--- config.mk ---
export PLATFORM = sky130hd
export DESIGN_NAME = present_perm_engine_flat
export DESIGN_NICKNAME = d
export VERILOG_FILES = /design/src/rtl/present_perm_engine_if.sv /design/src/rtl/present_perm_engine.sv /design/src/flat_wrapper.sv
export SDC_FILE = /design/constraint.sdc
export NUM_CORES = 1
export LEC_CHECK = 0
export ABC_AREA = 1
export BUFFER_PORTS_ARGS = -buffer_cell sky130_fd_sc_hd__buf_2
export CAP_MARGIN = 20
export CELL_PAD_IN_SITES_DETAIL_PLACEMENT = 0
export CELL_PAD_IN_SITES_GLOBAL_PLACEMENT = 1
export CORE_MARGIN = 3
export CORE_UTILIZATION = 37
export CTS_BUF_LIST = sky130_fd_sc_hd__clkbuf_8
export DETAILED_ROUTE_END_ITERATION = 6
export PLACE_DENSITY = 0.94
export SYNTH_ARGS = -nofsm -noshare
export SYNTH_HDL_FRONTEND = slang
export SYNTH_SLANG_ARGS = --single-unit
--- constraint.sdc ---
create_clock -name clk -period 6.4 [get_ports clk]
set_input_delay 0.64 -clock clk [delete_from_list [all_inputs] [get_ports clk]]
set_output_delay 0.64 -clock clk [all_outputs]
set_load 0.005 [all_outputs]
--- src/rtl/present_perm_engine_if.sv ---
// rtl/present_perm_engine_if.sv - input/output handshake bundle for the PRESENT permutation engine
interface present_perm_engine_if #(
    parameter int WIDTH = 64,
    parameter int CNT_W = 5
);
    logic             in_valid;
    logic             in_ready;
    logic [WIDTH-1:0] in_data;
    logic             in_inv;
    logic [CNT_W-1:0] in_count;
    logic             out_valid;
    logic             out_ready;
    logic [WIDTH-1:0] out_data;

    modport master (
        output in_valid, in_data, in_inv, in_count, out_ready,
        input  in_ready, out_valid, out_data
    );

    modport slave (
        input  in_valid, in_data, in_inv, in_count, out_ready,
        output in_ready, out_valid, out_data
    );
endinterface

--- src/rtl/present_perm_engine.sv ---
// rtl/present_perm_engine.sv - iterative PRESENT-style bit permutation, forward or inverse, count times
module present_perm_engine #(
    parameter int WIDTH = 64,
    parameter int CNT_W = 5
) (
    input  logic                   clk,
    input  logic                   rst,
    present_perm_engine_if.slave   bus
);
    localparam int Q     = WIDTH / 4;
    localparam int M     = WIDTH - 1;
    localparam int IDX_W = $clog2(WIDTH);

    generate
        if ((WIDTH % 4) != 0 || WIDTH < 8) begin : g_bad_width
            $error("present_perm_engine: WIDTH must be a multiple of 4 and >= 8");
        end
    endgenerate

    typedef enum logic [1:0] {
        S_IDLE,
        S_RUN,
        S_DONE
    } state_t;

    state_t           state_q, state_d;
    logic [WIDTH-1:0] data_q,  data_d;
    logic [CNT_W-1:0] cnt_q,   cnt_d;
    logic             inv_q,   inv_d;
    logic             in_ready_w;
    logic             accept_w;

    // Bit M is a fixed point in both directions; 4*Q == M+1 makes the two maps mutual inverses.
    function automatic logic [WIDTH-1:0] perm(input logic [WIDTH-1:0] x, input logic inv);
        logic [WIDTH-1:0] r;
        r = '0;
        for (int i = 0; i < M; i++) begin
            if (inv)
                r[IDX_W'((4 * i) % M)] = x[IDX_W'(i)];
            else
                r[IDX_W'((i * Q) % M)] = x[IDX_W'(i)];
        end
        r[M] = x[M];
        return r;
    endfunction

    assign in_ready_w    = (state_q == S_IDLE) || ((state_q == S_DONE) && bus.out_ready);
    assign accept_w      = bus.in_valid && in_ready_w;
    assign bus.in_ready  = in_ready_w;
    assign bus.out_valid = (state_q == S_DONE);
    assign bus.out_data  = data_q;

    always_ff @(posedge clk or posedge rst) begin
        if (rst) begin
            state_q <= S_IDLE;
            data_q  <= '0;
            cnt_q   <= '0;
            inv_q   <= 1'b0;
        end else begin
            state_q <= state_d;
            data_q  <= data_d;
            cnt_q   <= cnt_d;
            inv_q   <= inv_d;
        end
    end

    always_comb begin
        state_d = state_q;
        data_d  = data_q;
        cnt_d   = cnt_q;
        inv_d   = inv_q;
        case (state_q)
            S_IDLE, S_DONE: begin
                // A load in DONE replaces the held result with no idle cycle in between.
                if (accept_w) begin
                    data_d  = bus.in_data;
                    inv_d   = bus.in_inv;
                    cnt_d   = bus.in_count;
                    state_d = (bus.in_count == '0) ? S_DONE : S_RUN;
                end else if (state_q == S_DONE && bus.out_ready) begin
                    state_d = S_IDLE;
                end
            end
            S_RUN: begin
                data_d = perm(data_q, inv_q);
                cnt_d  = cnt_q - CNT_W'(1);
                if (cnt_q == CNT_W'(1))
                    state_d = S_DONE;
            end
            default: state_d = S_IDLE;
        endcase
    end
endmodule

--- src/flat_wrapper.sv ---
// flat-port wrapper written by rule: the top's interface ports become plain ports
module present_perm_engine_flat 
#(
    parameter int WIDTH = 64,
    parameter int CNT_W = 5
)
  (clk, rst, bus_in_valid, bus_in_data, bus_in_inv, bus_in_count, bus_out_ready, bus_in_ready, bus_out_valid, bus_out_data);
  present_perm_engine_if #(.WIDTH(WIDTH), .CNT_W(CNT_W)) bus_i ();
  input  logic clk;
  input  logic rst;
  input wire logic [$bits(bus_i.in_valid)-1:0] bus_in_valid;
  input wire logic [$bits(bus_i.in_data)-1:0] bus_in_data;
  input wire logic [$bits(bus_i.in_inv)-1:0] bus_in_inv;
  input wire logic [$bits(bus_i.in_count)-1:0] bus_in_count;
  input wire logic [$bits(bus_i.out_ready)-1:0] bus_out_ready;
  output wire logic [$bits(bus_i.in_ready)-1:0] bus_in_ready;
  output wire logic [$bits(bus_i.out_valid)-1:0] bus_out_valid;
  output wire logic [$bits(bus_i.out_data)-1:0] bus_out_data;
  assign bus_i.in_valid = bus_in_valid;
  assign bus_i.in_data = bus_in_data;
  assign bus_i.in_inv = bus_in_inv;
  assign bus_i.in_count = bus_in_count;
  assign bus_i.out_ready = bus_out_ready;
  assign bus_in_ready = bus_i.in_ready;
  assign bus_out_valid = bus_i.out_valid;
  assign bus_out_data = bus_i.out_data;
  present_perm_engine #(.WIDTH(WIDTH), .CNT_W(CNT_W)) u_core (.clk(clk), .rst(rst), .bus(bus_i));
endmodule
Word-level counts from Yosys, hierarchy flattened
Index checks and enable logic that the tools add are counted.
Widths: inputs -> output; s select.
Word-level totals
  bits in registers: 72
  output and inout port bits: 66
Cells by class
  add/sub/neg operators: 1
  eq/ne operators: 6
  muxes and demuxes: 31
  bitwise operators: 1
  reductions and logical operators: 11
Operators with widths (number)
  $pmux 64 s2: 1
  $mux 64: 1
  $mux 1: 22
  $pmux 5 s2: 1
  $mux 2: 4
  $reduce_and 2->1: 3
  $eq 5x1->1 const B: 1
  $logic_not 5->1: 1
  $mux 5: 1
  $sub 5x1->5 const B: 1
  $ne 2x1->1 const B: 2
  $pmux 2 s2: 1
  $ne 3x1->1 const B: 1
  $reduce_and 3->1: 1
  $eq 2x1->1 const B: 1
  $eq 2x2->1 const B: 1
  $logic_and 1x1->1: 2
  $logic_not 2->1: 1
  $reduce_bool 2->1: 1
  $reduce_or 2->1: 1
  $logic_or 1x1->1: 1
  $not 1->1: 1

Longest topological paths before layout
Gate-level depths: netlist (run 1).
  word-level depth: 6
  mapped depth: 9

Worst setup path before layout (run 1)
Ideal clock, no wire load.
  kind: input to output
  start point: in bus_out_ready
  end point: out bus_in_ready
  arrival time: 876 ps
  required time: 5760 ps
  slack: 4884 ps
  stages: 4
  path through: inv_1 > nand2_2 > nand2_1 > inv_1
Between the ends
  longest elaborated chain between the ends: 2
RTL lines
  start, declared: RTL line flat_wrapper.sv:15  | input wire logic [$bits(bus_i.out_ready)-1:0] bus_out_ready;
  $logic_and 1x1->1: RTL line present_perm_engine.sv:47  | assign in_ready_w = (state_q == S_IDLE) || ((state_q == S_DONE) && bus.out_ready);
  $logic_or 1x1->1: RTL line present_perm_engine.sv:47
  end, declared: RTL line flat_wrapper.sv:16  | output wire logic [$bits(bus_i.in_ready)-1:0] bus_in_ready;
Every way passes these cells.

Worst setup path in the final report (run 1)
  start point: reg u_core.state_q[0]
  end point: reg u_core.data_q[51] (netlist: u_core.bus.out_data[51])
Between the ends
  longest elaborated chain between the ends: 6
  elaborated cells between the ends (all ways): 11
  those cells by class: 3 x eq/ne; 1 x mux; 7 x reduce/logical
RTL lines
  start, declared: RTL line present_perm_engine.sv:26  | state_t state_q, state_d;
  start signal, assigned: RTL line present_perm_engine.sv:60  | state_q <= state_d;
  $eq 2x2->1: RTL line present_perm_engine.sv:47, present_perm_engine.sv:72
  $logic_and 1x1->1: RTL line present_perm_engine.sv:47
  $logic_or 1x1->1: RTL line present_perm_engine.sv:47
  $logic_and 1x1->1: RTL line present_perm_engine.sv:48  | assign accept_w = bus.in_valid && in_ready_w;
  $ne 2x1->1 (no source line)
  $reduce_and 2->1 (no source line)
  end signal, assigned: RTL line present_perm_engine.sv:61  | data_q <= data_d;
  end, declared: RTL line present_perm_engine.sv:27  | logic [WIDTH-1:0] data_q, data_d;
Several ways; a longest one is shown, not always the timed one. The select of a mux whose other input is x is not followed.
A chain may end at the register's enable or synchronous reset.

==> flow_metrics.py, run 1 <==
metrics = {
    "route": {
        "drtPass1Iterations": 4,
        "ant_nets": 0,
        "num_vias": 3001,
        "drc": 0,
        "wl_per_cell_um": 12.0,
        "routed_wl_um": 7960,
        "routed_via_density": 4.53,
        "drt_iter0_markers": 156,
    },
    "global_route": {
        "use_met2_pct": 28.9,
        "grt_use_met1_pct": 19.4,
        "grt_max_degree": 73,
        "grtUsageTotal_pct": 16.5,
        "antenna_found_initial": 0,
        "grt_first_pass_wirelength_um": 13400,
        "grt_pass1_vias": 3014,
        "use_met3_pct": 4.01,
        "busiest_layer": "met2",
        "overflow": 0,
    },
    "synthesis": {
        "synth.most_common_cell": "nand2_1",
        "ys_types": 21,
        "yosysTopAreaCell": "dfrtp_1",
        "synth_cells": 421,
        "yosysTopAreaCellShare_pct": 54.2,
        "yosys_warnings": 0,
        "synth_nets": 497,
        "synth_area_um2": 3330,
        "synthTopCellsByCount": "218 x nand2_1, 72 x dfrtp_1, 37 x o21ai_0",
        "async_reset_ff_share_pct": 100,
        "avgSynthCellArea_um2": 7.90,
        "ys_seq_elements": 72,
        "ys.flop_type": "dfrtp_1",
        "synthTopCellsByArea": "dfrtp_1 54%, nand2_1 25%, o21ai_0 5.6%",
        "synth_edf_count": 0,
        "synth-seq-area-share_pct": 54.2,
    },
    "worst_setup_path": {
        "path_buf_inv": 3,
        "required_ns": 6.67,
        "cp_slowest_stage_delay_ns": 0.63,
        "cp_cell_sequence": "inv_2 -> nor2_4 -> inv_2 -> nand2_4 -> inv_2 -> nand2_1 -> nand2_1",
        "worstSetupStartpointType": "flop",
        "slowest_stage": "inv_2",
        "cp-startpoint": "u_core.state_q[0]",
        "arrival_ns": 2.72,
        "crit_top_cell": "inv_2",
        "rr_endpoint": "u_core.bus.out_data[51]",
        "crit_path_max_fanout": 50,
        "worst-path-stages": 7,
        "reg2reg_depth": 7,
        "crit_end": "u_core.bus.out_data[51]",
        "r2r_setup_slack_ns": 3.95,
        "worstSetupEndpointType": "flop",
        "crit_type": "reg2reg",
        "crit_family": "buffers and inverters",
        "reg2reg_from": "u_core.state_q[0]",
    },
    "die": {
        "die_x_um": 101,
        "coreArea_um2": 8460,
        "initial_core_util_pct": 39.3,
        "dieArea_um2": 10200,
        "rows": 33,
        "io-pin-count": 140,
        "die_h_um": 101,
    },
    "place": {
        "dp_hpwl_um": 5780,
        "portBuffers": 139,
        "dp.cells": 647,
        "gp_congestion": 0.817,
        "dp_slack_ns": 3.94,
    },
    "sta": {
        "max_slew_margin_pct": 34.4,
        "tightest_slew_ns": 0.982,
        "period_share_pct": 38.2,
        "layout_setup_ws_ns": 3.95,
        "finalHoldViolations": 0,
        "clock.fmax_ghz": 0.409,
        "tns_ns": 0,
        "fin_skew_ns": 0.0124,
        "rsz0062_at_grt": "false",
        "drv_slew": 0,
        "setup_violations": 0,
        "period_minus_slack_ns": 2.45,
    },
    "clock_tree": {
        "cts_max_level": 3,
        "cts_root_buf": "clkbuf_8",
        "clk_pin_slew_worst_paths_ns": 0.07,
        "insertion_delay_ns": 0.34,
        "postCtsHoldBufs": 0,
        "post_cts_resized": 0,
        "cts_made_buffers": 9,
        "clock-sinks": 72,
        "max-clock-path-buffers": 2,
        "post-cts-setup-buffer-count": 0,
        "cts_tree": "built",
    },
    "job": {
        "max-cap-violations": 0,
    },
    "worst_hold_path": {
        "hold_class": "reg2reg",
    },
    "finish": {
        "n_antenna_cell": 0,
        "fillerInstances": 845,
        "multiInputGateArea_um2": 1240,
        "fin_cells": 663,
        "nets": 629,
        "register_area_um2": 1800,
        "drive_gt1_share_pct": 30.1,
        "area_growth_pct": 27.6,
    },
    "power": {
        "p_leak_uw": 0.00252,
        "powerDensity_nw_per_um2": 493,
        "irDropWorstVdd_v": 0.000204,
    },
    "outcome": {
        "status": "completed",
    },
}
[power by group]
part / switching [uW] / internal [uW]
combinational: 561 / 340
clock: 173 / 220
sequential: 120 / 677
total: 853 / 1240
[worst min-delay path: cells and delay by family (launching register included)]
kind / cells / cell delay, ns
AND/OR/NAND/NOR: 2 / 0.10
flip-flops: 1 / 0.34
[registers in the layout, summed over array words and instances (netlist names)]
name,count
u_core.bus.out_data,64
u_core.cnt_q,5
u_core.state_q,2
u_core.inv_q,1
[layer usage]
layer	wire, um	up-vias
li1	-	1545
met1	3270	1367
met2	4130	78
met3	421	11
met4	146	0
met5	0	-
[worst min path at each step]
stage               slack [ns]                     from                       to  depth (start not counted)
finish                    0.47  u_core.bus.out_data[37]  u_core.bus.out_data[37]                          2
CTS                       0.47  u_core.bus.out_data[47]  u_core.bus.out_data[47]                          2
global route              0.47          bus_in_data[26]  u_core.bus.out_data[26]                          3
global placement          0.45  u_core.bus.out_data[30]  u_core.bus.out_data[30]                          2
detailed placement        0.45  u_core.bus.out_data[61]  u_core.bus.out_data[61]                          2
floorplan                 0.46          u_core.cnt_q[4]          u_core.cnt_q[4]                          2
[area by class of cell]
class,instances,share of cell area [%]
flip-flops and latches,72,42.5
multi-input cells,291,29.2
repair buffers,140,16.6
inverters,39,3.45
well taps,105,3.10
clock buffers,9,2.92
clock inverters,7,2.30
[placed cells by master (no fill, tap or decap), drive strengths merged]
cell,count
dfrtp,72
clkbuf,9
nand3,13
bufinv,2
nand2,220
nor2,8
buf,140
clkinvlp,1
clkinv,3
inv,40
a21oi,1
ha,2
o21ai,47
[cells by family after synthesis]
group           share of synthesized area [%]
simple gates                             28.6
flops                                    54.2
buf+inv                                  8.80
compound gates                           7.67
fa+ha+maj                               0.752
[stage by stage]
| stage | power [uW] | hold slack (ns) | utilization (%) | instance area, um2 |
|---|---|---|---|---|
| finish | 2090 | 0.469 | 50.1 | 4240 |
| global placement | 1690 | 0.450 | 47.5 | 4020 |
| floorplan | 1430 | 0.464 | - | 3330 |
| detailed placement | 1720 | 0.453 | 47.5 | 4020 |
| global route | 2320 | 0.475 | 50.1 | 4240 |
| CTS | 2130 | 0.472 | 50.1 | 4240 |
(Power assumes the default switching activity.)
==> run 2, diff against run 1 <==
CORE_UTILIZATION = 31   (was 37)
PLACE_DENSITY = 0.84   (was 0.94)
clock period = 2.2 ns   (was 6.4 ns; I/O delays follow)
==> run 2 against run 1 <==
Effect of this change:
- combinational power grew to 3.0 times the previous value
- core utilization shrank 8.0 points
- worst setup slack lost 3.5 ns
- die area grew 18%
- global-route usage shrank 2.5 points
- critical path depth is the same
- highest routed layer unchanged
- sequential cell count is the same
- largest cell class unchanged
- register-to-register slack lost 3.5 ns
- maximum frequency grew 41%
- clock-buffer cell count grew 1
==> flow_metrics.py, run 2 (synthesized netlist as in run 1, its figures left out) <==
metrics = {
    "finish": {
        "final_cell_mix": "218 x nand2_1, 139 x buf_2, 72 x dfrtp_1",
        "multiInputGateArea_um2": 1240,
        "final_common_cell": "nand2_1",
        "fin_area_um2": 4370,
        "nets": 633,
        "largest_register_ffs": 64,
        "register_area_um2": 1800,
        "fillerInstances": 1084,
        "drive_gt1_share_pct": 30.5,
        "fin_cells": 697,
        "area_growth_pct": 31.5,
        "n_antenna_cell": 0,
    },
    "power": {
        "sw_frac_of_total_pct": 39.1,
        "powerDensity_nw_per_um2": 1460,
        "p_leak_uw": 0.00256,
        "power_frac_clock_pct": 21.7,
        "combPwrFrac_pct": 42.0,
        "pwr-share-seq_pct": 36.3,
        "intPower_uw": 3890,
        "irDropWorstVdd_v": 0.000735,
        "switchingPower_uw": 2500,
    },
    "global_route": {
        "grt_first_pass_wirelength_um": 13100,
        "grt_max_degree": 53,
        "overflow": 0,
        "antenna_found_initial": 0,
        "grtUsageTotal_pct": 14.0,
        "grt_pass1_vias": 2763,
    },
    "sta": {
        "period_minus_slack_ns": 1.73,
        "finalHoldViolations": 0,
        "drv_slew": 0,
        "tightest_slew_ns": 0.690,
        "clock.fmax_ghz": 0.578,
        "period_share_pct": 78.7,
        "setup_violations": 0,
        "rsz0062_at_grt": "false",
        "layout_setup_ws_ns": 0.469,
        "tns_ns": 0,
        "fin_skew_ns": 0.0102,
        "max_slew_margin_pct": 54.0,
    },
    "worst_setup_path": {
        "worstSetupStartpointType": "flop",
        "crit_path_max_fanout": 31,
        "arrival_ns": 1.96,
        "required_ns": 2.42,
        "cp_cell_sequence": "nor2_4 -> inv_2 -> nand2_4 -> buf_4 -> o21ai_0 -> nand2_1 -> nand2_1",
        "crit_top_cell": "nand2_1",
        "slowest_stage": "dfrtp_1",
        "crit_family": "simple AND/OR/NAND/NOR gates",
        "cp_slowest_stage_delay_ns": 0.44,
        "path_buf_inv": 2,
        "crit_type": "reg2reg",
        "worstSetupEndpointType": "flop",
    },
    "die": {
        "die_x_um": 110,
        "io-pin-count": 140,
        "coreArea_um2": 10400,
        "rows": 37,
        "dieArea_um2": 12000,
        "initial_core_util_pct": 32.1,
        "die_h_um": 110,
    },
    "outcome": {
        "status": "completed",
    },
    "place": {
        "dp_slack_ns": 0.471,
        "dpl_cell_area_um2": 4100,
        "gp_congestion": 0.751,
        "dp_hpwl_um": 6210,
        "portBuffers": 139,
        "dp.cells": 681,
    },
    "route": {
        "ant_nets": 0,
        "drt_iter0_markers": 161,
        "routed_via_density": 4.36,
        "routed_wl_um": 8470,
        "drtPass1Iterations": 4,
        "drc": 0,
        "num_vias": 3038,
        "wl_per_cell_um": 12.1,
    },
    "clock_tree": {
        "clock-sinks": 72,
        "cts_tree": "built",
        "cts_made_buffers": 9,
        "insertion_delay_ns": 0.34,
        "postCtsHoldBufs": 1,
        "post-cts-setup-buffer-count": 0,
        "post_cts_resized": 0,
        "cts_max_level": 3,
        "clk_pin_slew_worst_paths_ns": 0.08,
        "cts_root_buf": "clkbuf_8",
        "max-clock-path-buffers": 2,
    },
    "job": {
        "max-cap-violations": 0,
    },
    "worst_hold_path": {
        "hold_class": "in2reg",
    },
}
-- run 2: cell types whose count changed in the layout (fill, tap and decap cells not counted), sizes merged --
cell	change
buf	+3
bufinv	+2
clkinv	-2
clkbuf	+1
clkinvlp	-1
dlygate4sd3	+1
inv	-1
-- run 2: cell type report --
cell class	count	share of cell area [%]
Sequential cell	72	41.2
Multi-Input combinational cell	291	28.3
Timing Repair Buffer	144	17.1
Tap cell	136	3.89
Inverter	39	3.35
Clock buffer	10	3.15
Clock inverter	5	2.95
-- run 2: worst min-delay path: cells and delay by family --
kind	cells	cell delay (ns)
buffers and inverters	1	0.07
AND/OR/NAND/NOR	2	0.09
-- run 2: power by group through the flow --
stage	clock [uW]	sequential, uW	combinational (uW)
after floorplan	0	2370	1790
after global placement	0	2320	2690
after detailed placement	0	2340	2750
after CTS	1440	2320	2750
after global routing	1500	2400	3130
final	1390	2320	2680
-- run 2: worst paths after layout --
kind                                         start                      end  slack [ns]  cells past startpoint
setup / recovery                 u_core.state_q[1]          u_core.cnt_q[2]        0.47                      7
hold / removal                     bus_in_data[34]  u_core.bus.out_data[34]        0.08                      3
setup reg to reg                 u_core.state_q[1]          u_core.cnt_q[2]        0.47                      7
hold reg to reg            u_core.bus.out_data[32]  u_core.bus.out_data[32]        0.47                      2
max in group asynchronous                      rst        u_core.state_q[0]        1.11                      4
min in group asynchronous                      rst  u_core.bus.out_data[38]        0.44                      3
-- run 2: per-layer routing --
layer	GRT usage (%)	part of all wire, %
met3	2.58	3.6
met5	0	0
met1	16.9	41
met4	5.88	1.1
met2	24.4	55
-- run 2: metrics by stage --
stage | total power (uW) | hold WS [ns] | utilization [%]
after floorplan | 4160 | 0.330 | -
after global placement | 5020 | 0.257 | 39.5
after detailed placement | 5080 | 0.264 | 39.5
after CTS | 6510 | 0.0478 | 42.2
after global routing | 7030 | 0.0510 | 42.2
final | 6390 | 0.0757 | 42.2
==> run 3, diff against run 2 <==
ABC_AREA = 0   (was 1)
CORE_UTILIZATION = 32   (was 31)
clock period = 1.4 ns   (was 2.2 ns; I/O delays follow)
==> run 3 against run 2 <==
Effect of this change:
- critical endpoint is now u_core.bus.out_data[18]
- die area is 9.9% lower
- critical path depth stayed put
- register-to-register slack worse by 0.52 ns
- the run now ends with setup timing left
- core utilization is 8.7 points higher
- global-route usage is 2.4 points higher
- sequential share of layout area is 3.1 points lower
- synthesized cell count is 31% lower
- power is 26% higher
==> flow_metrics.py, run 3 <==
metrics = {
    "worst_setup_path": {
        "path_buf_inv": 3,
        "crit_path_max_fanout": 4,
        "crit_family": "simple AND/OR/NAND/NOR gates",
        "slowest_stage": "dfrtp_1",
        "rr_endpoint": "u_core.bus.out_data[18]",
        "r2r_setup_slack_ns": -0.05,
        "cp_cell_sequence": "and2b_4 -> nor3b_4 -> buf_6 -> buf_6 -> buf_12 -> nand2_4 -> a31oi_1",
        "crit_top_cell": "buf_6",
        "arrival_ns": 1.70,
        "worstSetupEndpointType": "flop",
        "required_ns": 1.65,
        "cp_slowest_stage_delay_ns": 0.39,
        "worstSetupStartpointType": "flop",
        "reg2reg_from": "u_core.state_q[1]",
        "reg2reg_depth": 7,
        "crit_type": "reg2reg",
    },
    "power": {
        "combPwrFrac_pct": 36.8,
        "power_frac_clock_pct": 22.9,
        "pwr-share-seq_pct": 40.3,
        "powerDensity_nw_per_um2": 1700,
        "irDropWorstVdd_v": 0.000632,
        "intPower_uw": 5260,
        "switchingPower_uw": 2790,
        "p_leak_uw": 0.00243,
        "sw_frac_of_total_pct": 34.6,
    },
    "sta": {
        "drv_slew": 0,
        "finalHoldViolations": 0,
        "layout_setup_ws_ns": -0.0547,
        "setup_violations": 39,
        "fin_skew_ns": 0.00870,
        "rsz0062_at_grt": "true",
        "clock.fmax_ghz": 0.687,
        "tightest_slew_ns": 0.414,
        "tns_ns": -0.932,
        "max_slew_margin_pct": 72.0,
        "whs_ns": 0.0266,
        "period_share_pct": 104,
        "period_minus_slack_ns": 1.45,
    },
    "synthesis": {
        "synth-seq-area-share_pct": 58.6,
        "synth_cells": 289,
        "synthTopCellsByCount": "72 x dfrtp_1, 57 x nand2_1, 39 x a22o_1",
        "ys.flop_type": "dfrtp_1",
        "async_reset_ff_share_pct": 100,
        "avgSynthCellArea_um2": 10.6,
        "synthTopCellsByArea": "dfrtp_1 59%, a22o_1 11%, nand2_1 7.0%",
        "synth_edf_count": 0,
        "synth_nets": 365,
        "synth.most_common_cell": "dfrtp_1",
        "synth_area_um2": 3070,
        "yosys_warnings": 0,
        "yosysTopAreaCell": "dfrtp_1",
        "yosysTopAreaCellShare_pct": 58.6,
        "ys_types": 33,
        "ys_seq_elements": 72,
    },
    "global_route": {
        "grt_max_degree": 73,
        "grtUsageTotal_pct": 16.3,
        "use_met2_pct": 25.6,
        "grt_first_pass_wirelength_um": 14300,
        "busiest_layer": "met2",
        "grt_pass1_vias": 2900,
        "grt_use_met1_pct": 21.8,
        "overflow": 0,
        "antenna_found_initial": 0,
        "use_met3_pct": 4.41,
    },
    "outcome": {
        "violations": "setup timing",
        "status": "complete, but fails checks",
    },
    "die": {
        "die_x_um": 104,
        "dieArea_um2": 10800,
        "coreArea_um2": 9280,
        "io-pin-count": 140,
        "die_h_um": 104,
        "initial_core_util_pct": 33.1,
        "rows": 35,
    },
    "finish": {
        "area_growth_pct": 53.7,
        "nets": 544,
        "drive_gt1_share_pct": 44.4,
        "largest_register_ffs": 64,
        "fillerInstances": 892,
        "final_common_cell": "buf_2",
        "n_antenna_cell": 0,
        "fin_cells": 602,
        "final_cell_mix": "140 x buf_2, 71 x dfrtp_1, 52 x nand2_1",
    },
    "route": {
        "num_vias": 2871,
        "drtPass1Iterations": 4,
        "wl_per_cell_um": 15.1,
        "routed_via_density": 4.77,
        "drc": 0,
        "drt_iter0_markers": 92,
        "ant_nets": 0,
        "routed_wl_um": 9080,
    },
    "job": {
        "max-cap-violations": 0,
    },
    "clock_tree": {
        "cts_made_buffers": 9,
        "cts_tree": "built",
        "cts_root_buf": "clkbuf_8",
        "cts_max_level": 3,
        "clk_pin_slew_worst_paths_ns": 0.08,
        "clock-sinks": 72,
        "insertion_delay_ns": 0.34,
        "max-clock-path-buffers": 2,
    },
    "worst_hold_path": {
        "holdPathEnd": "u_core.bus.out_data[57]",
        "hold_class": "in2reg",
        "whs_path_depth": 2,
        "min_from": "bus_in_data[57]",
    },
    "place": {
        "dp.cells": 553,
        "portBuffers": 139,
        "dp_hpwl_um": 5840,
        "gp_congestion": 0.791,
    },
}
==> run 3: cell count changes in the layout (fill, tap and decap cells not counted), sizes merged, moves of 12 or more <==
cell	delta
nor2	+13
a22o	+39
buf	+26
nand2	-163
o21ai	-42
inv	-31
nand3	-12
a31oi	+22
dlygate4sd3	+15
==> run 3: kinds of logic (layout without fill, tap and decap cells) <==
family | Yosys count | count (layout) | share of synthesized area [%]
compound gates | 86 | 86 | 20.9
simple gates | 98 | 99 | 14.2
mux | 2 | 2 | 0.651
xor+xnor | 1 | 1 | 0.285
fa+ha+maj | 2 | 2 | 0.814
buf+inv | 28 | 211 | 4.52
flops | 72 | 72 | 58.6
==> run 3: stage by stage <==
stage / setup slack [ns] / util [%] / total power [uW] / instance area, um2
final: -0.0547 / 50.9 / 8050 / 4720
after CTS: -0.0568 / 48.9 / 7890 / 4540
after global routing: -0.138 / 50.9 / 8630 / 4720
after floorplan: -0.133 / - / 4660 / 3080
after global placement: -0.0746 / 43.1 / 5700 / 4000
after detailed placement: -0.0977 / 43.1 / 5800 / 4000
==> run 3: worst reg2reg max path, delay by kind of cell, from the launching register on <==
kind                   cells  cell delay [ns]
AO/OA/AOI/OAI              1             0.16
buffers and inverters      3             0.36
flip-flops                 1             0.39
AND/OR/NAND/NOR            3             0.45
==> run 3: what timing repair did <==
| action | CTS | global route |
|---|---|---|
| cloned | 4 | 3 |
| hold buffers | 16 | 0 |
| setup buffers | 10 | 3 |
| pin swaps | 26 | 37 |
| endpoints found under the hold margin | 87 | 0 |
| setup endpoints to repair | 71 | 72 |
| resized for setup | 14 | 26 |
==> run 3: worst max-delay path by stage <==
stage / from / slack (ns) / end / depth (start not counted)
CTS: u_core.state_q[1] / -0.06 / u_core.cnt_q[2] / 5
floorplan: u_core.state_q[1] / -0.13 / u_core.cnt_q[3] / 6
finish: u_core.state_q[1] / -0.05 / u_core.bus.out_data[18] / 7
global placement: u_core.state_q[1] / -0.07 / u_core.cnt_q[3] / 4
detailed placement: u_core.state_q[1] / -0.1 / u_core.cnt_q[2] / 4
global route: u_core.state_q[1] / -0.14 / u_core.bus.out_data[1] / 7
==> run 3: power groups by stage <==
stage	logic (uW)	clock network [uW]	registers, uW
after floorplan	1480	0	3180
after global placement	2470	0	3230
after detailed placement	2560	0	3240
after CTS	2750	1900	3230
after global routing	3300	1980	3350
final	2960	1840	3250
==> run 3: layer usage <==
layer	vias to the layer above	part of all wire, %
met5	-	0
met4	0	1.1
met3	9	7.4
met2	119	48
met1	1366	44
li1	1377	-
==> run 3: area by class of cell <==
type | instances | area (um2) | share of cell area [%]
sequential | 72 | 1800 | 38.2
inverter | 7 | 32.5 | 0.689
tap | 129 | 161 | 3.42
clock inverter | 7 | 101 | 2.15
multi-input combinational | 190 | 1230 | 26.1
clock buffer | 9 | 124 | 2.62
timing repair buffer | 188 | 1270 | 26.9
